## src/rtl/fir_poly_seq.sv

```systemverilog
// Tap sequencer for the 120-tap polyphase FIR bank: one M-cycle tap sweep per accepted sample.
// Define FIR_POLY_SEQ_OVERRUN_EN to build the sticky dropped-sample (overrun) detector.
module fir_poly_seq #(
  parameter int M            = 20,
  parameter int M_LOG2       = 5,
  parameter int INPUT_WIDTH  = 12,
  parameter int TAP_WIDTH    = 16,
  parameter int OUTPUT_WIDTH = 35,
  parameter int DSP_LAT      = 3
) (
  input  logic                    clk,
  input  logic                    rst,
  input  logic                    din_valid,
  output logic                    din_ready,
  input  logic [INPUT_WIDTH-1:0]  din,
  input  logic                    cfg_valid,
  output logic                    cfg_ready,
  input  logic [M_LOG2-1:0]       cfg_addr,
  input  logic [TAP_WIDTH-1:0]    cfg_data,
  output logic [INPUT_WIDTH-1:0]  bank_din,
  output logic [M_LOG2-1:0]       tap_addr,
  output logic [TAP_WIDTH-1:0]    tap,
  input  logic [OUTPUT_WIDTH-1:0] bank_dout,
  output logic [OUTPUT_WIDTH-1:0] dout,
  output logic                    dout_valid,
  output logic                    overrun,
  output logic                    busy
);

  typedef enum logic {IDLE, SWEEP} state_e;

  localparam logic [M_LOG2-1:0] LAST = M_LOG2'(M - 1);
  localparam int DL = DSP_LAT - 1;

  state_e                          state_q, state_d;
  logic        [M_LOG2-1:0]        tap_addr_q, tap_addr_d;
  logic signed [TAP_WIDTH-1:0]     tap_q, tap_d;
  logic signed [INPUT_WIDTH-1:0]   bank_din_q, bank_din_d;
  logic signed [OUTPUT_WIDTH-1:0]  dout_q, dout_d;
  logic                            dout_valid_q, dout_valid_d;
  logic        [DL-1:0]            dly_q, dly_d;
  logic signed [TAP_WIDTH-1:0]     coef_q [M];
  logic signed [TAP_WIDTH-1:0]     coef_d [M];
  logic                            accept, cfg_we, sweep_end;

  always_comb begin
    din_ready = (state_q == IDLE) || (tap_addr_q == LAST);
    cfg_ready = (state_q == IDLE) && !din_valid;
    accept    = din_valid && din_ready;
    cfg_we    = cfg_valid && cfg_ready && (cfg_addr < LAST + M_LOG2'(1));
    sweep_end = (state_q == SWEEP) && (tap_addr_q == LAST);
  end

  // p0: sweep control and tap address
  always_comb begin
    state_d    = state_q;
    tap_addr_d = tap_addr_q;
    bank_din_d = bank_din_q;
    if (accept) begin
      state_d    = SWEEP;
      tap_addr_d = '0;
      bank_din_d = din;
    end else if (state_q == SWEEP && tap_addr_q != LAST) begin
      tap_addr_d = tap_addr_q + M_LOG2'(1);
    end else begin
      state_d    = IDLE;
      tap_addr_d = LAST;
    end
  end

  // Coefficient read follows the next address; a same-cycle write is forwarded so it shows next cycle.
  always_comb begin
    coef_d = coef_q;
    if (cfg_we) coef_d[cfg_addr] = cfg_data;
    tap_d = coef_q[tap_addr_d];
    if (cfg_we && cfg_addr == tap_addr_d) tap_d = cfg_data;
  end

  // p1..pN: completion delay line, the last stage is dout_valid itself
  always_comb begin
    dly_d        = (dly_q << 1) | DL'(sweep_end);
    dout_valid_d = dly_q[DL-1];
    dout_d       = dly_q[DL-1] ? bank_dout : dout_q;
  end

  always_ff @(posedge clk) begin
    if (rst) begin
      state_q      <= IDLE;
      tap_addr_q   <= LAST;
      tap_q        <= '0;
      bank_din_q   <= '0;
      dout_q       <= '0;
      dout_valid_q <= 1'b0;
      dly_q        <= '0;
    end else begin
      state_q      <= state_d;
      tap_addr_q   <= tap_addr_d;
      tap_q        <= tap_d;
      bank_din_q   <= bank_din_d;
      dout_q       <= dout_d;
      dout_valid_q <= dout_valid_d;
      dly_q        <= dly_d;
    end
  end

  always_ff @(posedge clk) begin
    coef_q <= coef_d;
  end

`ifdef FIR_POLY_SEQ_OVERRUN_EN
  logic overrun_q, overrun_d;

  always_comb begin
    overrun_d = overrun_q || (din_valid && !din_ready);
  end

  always_ff @(posedge clk) begin
    if (rst) overrun_q <= 1'b0;
    else     overrun_q <= overrun_d;
  end

  assign overrun = overrun_q;
`else
  assign overrun = 1'b0;
`endif

  assign tap_addr   = tap_addr_q;
  assign tap        = tap_q;
  assign bank_din   = bank_din_q;
  assign dout       = dout_q;
  assign dout_valid = dout_valid_q;
  assign busy       = (state_q == SWEEP);

endmodule

```

## config.mk

```make
export PLATFORM = sky130hd
export DESIGN_NAME = fir_poly_seq
export DESIGN_NICKNAME = d
export VERILOG_FILES = /design/src/rtl/fir_poly_seq.sv
export SDC_FILE = /design/constraint.sdc
export NUM_CORES = 1
export LEC_CHECK = 0
export CORE_MARGIN = 3
export CORE_UTILIZATION = 55
export CTS_CLUSTER_DIAMETER = 80
export CTS_CLUSTER_SIZE = 28
export DETAILED_ROUTE_END_ITERATION = 10
export DONT_BUFFER_PORTS = 1
export GPL_TIMING_DRIVEN = 0
export PLACE_DENSITY_LB_ADDON = 0.25
export SLEW_MARGIN = 20
export SYNTH_ARGS = -nofsm -noshare
export SYNTH_HDL_FRONTEND = slang
export SYNTH_SLANG_ARGS = --single-unit
```

## constraint.sdc

```tcl
create_clock -name clk -period 3.18 [get_ports clk]
set_input_delay 0.477 -clock clk [delete_from_list [all_inputs] [get_ports clk]]
set_output_delay 0.477 -clock clk [all_outputs]
set_load 0.01 [all_outputs]
```

==> flow_metrics.env <==
export IMPL_ant_nets=0
export IMPL_ys_ff_latch=392
export IMPL_insertion_delay_ns=0.52
export IMPL_register_area_sq_um=11100
export IMPL_place_inst=1408
export IMPL_maxSlewViolCount=0
export IMPL_rsz0062_at_grt="no"
export IMPL_syn_area_per_cell_sq_um=15.0
export IMPL_core_sq_um=27200
export IMPL_place_area_sq_um=16000
export IMPL_cts_hold_buf=0
export IMPL_clk_pin_slew_ns=0.11
export IMPL_relSlewSlack=0.366
export IMPL_final_cells=1439
export IMPL_cts_buffers=18
export IMPL_crit_chain="buf_4, nor3b_2, nand4_1, or2_1, inv_4, or4_1, buf_2, buf_6, a211o_1, nand3_1"
export IMPL_diodes=0
export IMPL_h_tree_depth=1
export IMPL_vdd_drop_max_v=0.000350
export IMPL_syn_nets=1095
export IMPL_criticalPathCategory="register to register"
export IMPL_route_detailed_drc=0
export IMPL_cp_arrival_ns=3.40
export IMPL_antenna_found_initial=0
export IMPL_synth_ff_type="edfxtp_1"
export IMPL_maxCapViolations=0
export IMPL_max_stage_delay_ns=0.43
export IMPL_post_cts_buffers=0
export IMPL_layout_commonest_cell="edfxtp_1"
export IMPL_power_density_nw_per_um2=553
export IMPL_power_switching_w=0.00210
export IMPL_n_fill_cell=2038
export IMPL_die_x_um=173
export IMPL_grt_pass1_vias=9069
export IMPL_initial_core_util=0.563
export IMPL_clkPwrFrac=0.301
export IMPL_wl_per_cell_um=25.4
export IMPL_num_vias=9253
export IMPL_worstHoldStart="cfg_data[8]"
export IMPL_overflow=0
export IMPL_grt_pass1_wl_um=55100
export IMPL_min_path_type="input port to register"
export IMPL_skew_ns=0.0216
export IMPL_drive_above_1_share=0.124
export IMPL_die_area_sq_um=29900
export IMPL_port_buffers=0
export IMPL_cp_max_fo=18
export IMPL_seqPwrFrac=0.615
export IMPL_synth_warnings=0
export IMPL_holdPathStages=0
export IMPL_post_route_min_period_ns=3.04
export IMPL_hpwlAfterDp_um=25500
export IMPL_area_growth_pct=8.36
export IMPL_max_freq_ghz=0.329
export IMPL_num_io_pins=145
export IMPL_r2r_start="busy"
export IMPL_setup_violations_final=0
export IMPL_cp_start_kind="register"
export IMPL_layout_common_cells="edfxtp_1 (320), nand2_1 (95), dfxtp_1 (71), mux2i_1 (52), nor2_1 (51)"
export IMPL_grt_usage=0.239
export IMPL_p_int_w=0.00708
export IMPL_postSynthCellCount=1022
export IMPL_tightest_slew_ns=0.951
export IMPL_die_h_um=173
export IMPL_r2r_cells=10
export IMPL_async_flop_share=0
export IMPL_synthesis_area_sq_um=15300
export IMPL_final_area_sq_um=16600
export IMPL_clkSinkCount=392
export IMPL_multiInputGateArea_sq_um=4010
export IMPL_drt_iter0_drc=1092
export IMPL_cpLargestDelayFamily="simple AND/OR/NAND/NOR gates"
export IMPL_root_buffer="clkbuf_16"
export IMPL_nets=1128
export IMPL_min_period_over_period=0.955
export IMPL_combPwrFrac=0.084
export IMPL_placementRows=60
export IMPL_routed_wl_um=36600
export IMPL_cp_required_ns=3.54
export IMPL_crit_path_end_kind="register"
export IMPL_grt_max_degree=30
export IMPL_vias_per_cell=6.43
export IMPL_p_leak_nw=5.15
export IMPL_cts_buffer_depth=3
export IMPL_ys_seq_area_frac=0.722
export IMPL_tritoncts="built"
export IMPL_place_gp_congestion=0.906
export IMPL_status="finished clean"
export IMPL_ys_types=52
export IMPL_crit_start="busy"
export IMPL_crit_cells=10
export IMPL_hold_violations=0
export IMPL_worst_path_buf_inv=4
export IMPL_crit_slowest_cell="or2_1"
export IMPL_dr_pass1_iters=5
export IMPL_synth_edf_count=320
export IMPL_switching_share=0.228
registers in the layout, indices dropped and copies added, names as in the netlist:
register,flops
coef_q,320
dout,35
tap,16
bank_din,12
tap_addr,5
dly_q,2
busy,1
dout_valid,1
Yosys cell counts (16+ instances only):
library cell | count | share of area
o211ai_1 | 16 | 0.0078
a22oi_1 | 16 | 0.0078
a311oi_1 | 18 | 0.010
mux2_2 | 17 | 0.013
a22o_1 | 16 | 0.0092
dfxtp_1 | 72 | 0.094
o21ai_1 | 16 | 0.0052
o22ai_1 | 32 | 0.013
a21oi_1 | 17 | 0.0056
mux2i_1 | 52 | 0.034
o2bb2ai_1 | 16 | 0.0092
o21ai_0 | 22 | 0.0072
nand3_1 | 19 | 0.0062
mux4_2 | 16 | 0.024
nor2_1 | 70 | 0.017
clkbuf_1 | 50 | 0.012
nand2_1 | 95 | 0.023
edfxtp_1 | 320 | 0.63
a221oi_1 | 30 | 0.017
worst register-to-register path, stage by stage, from the launching register on:
cell     delay (ns)
dfxtp_1        0.38
buf_4          0.20
nor3b_2        0.37
nand4_1        0.36
or2_1          0.43
inv_4          0.25
or4_1          0.18
buf_2          0.17
buf_6          0.18
a211o_1        0.16
nand3_1        0.19
metrics by stage:
| stage | setup WS (ns) | util | hold WS (ns) | total power (W) | setup TNS [ns] |
|---|---|---|---|---|---|
| 2_1_floorplan | 0.747 | - | 0.414 | 0.00627 | 0 |
| 3_3_place_gp | -0.252 | 0.580 | 0.427 | 0.00650 | -15.31 |
| 3_5_place_dp | -0.319 | 0.588 | 0.434 | 0.00652 | -3.20 |
| 4_1_cts | 0.00941 | 0.610 | 0.0256 | 0.00920 | 0 |
| 5_1_grt | 0.0145 | 0.610 | 0.0232 | 0.00945 | 0 |
| 6_report | 0.142 | 0.610 | 0.0381 | 0.00918 | 0 |
cells by family after synthesis:
group,synth area share
AOI/OAI and AO/OA,0.123
DFF,0.722
and+or+nand+nor,0.0638
other,0.000245
muxes,0.0700
buffers and inverters,0.0208
adders and majority gates,0.000817
power by group through the flow:
stage / Sequential [W] / Clock [W] / Combinational, W
6_report: 0.00565 / 0.00276 / 0.000773
5_1_grt: 0.00565 / 0.00297 / 0.000828
4_1_cts: 0.00565 / 0.00279 / 0.000764
3_5_place_dp: 0.00576 / 0 / 0.000757
3_3_place_gp: 0.00576 / 0 / 0.000740
2_1_floorplan: 0.00575 / 0 / 0.000520
worst paths after layout:
check	to	slack, ns
max	tap[4]	0.14
min	coef_q[296]	0.04
max reg2reg	tap[4]	0.14
min reg2reg	dly_q[1]	0.45
area by class of cell:
type,instances,share of cell area
tap,372,0.0281
clock buffer,29,0.0309
clock inverter,3,0.00324
inverter,4,0.00106
timing repair buffer,14,0.0102
sequential,392,0.666
multi-input combinational,555,0.241
buffer,70,0.0189
routing by layer:
metal  global-route usage  wire length [um]
met1                0.332             14700
met2                0.386             17200
met3               0.0545              3810
met4               0.0652               935
met5                    0                 0
timing repair:
item	4_1_cts	5_1_grt
hold endpoints to repair	0	0
gates resized for setup	11	9
setup endpoints to repair	17	17
Power figures use the tool's default switching activity.
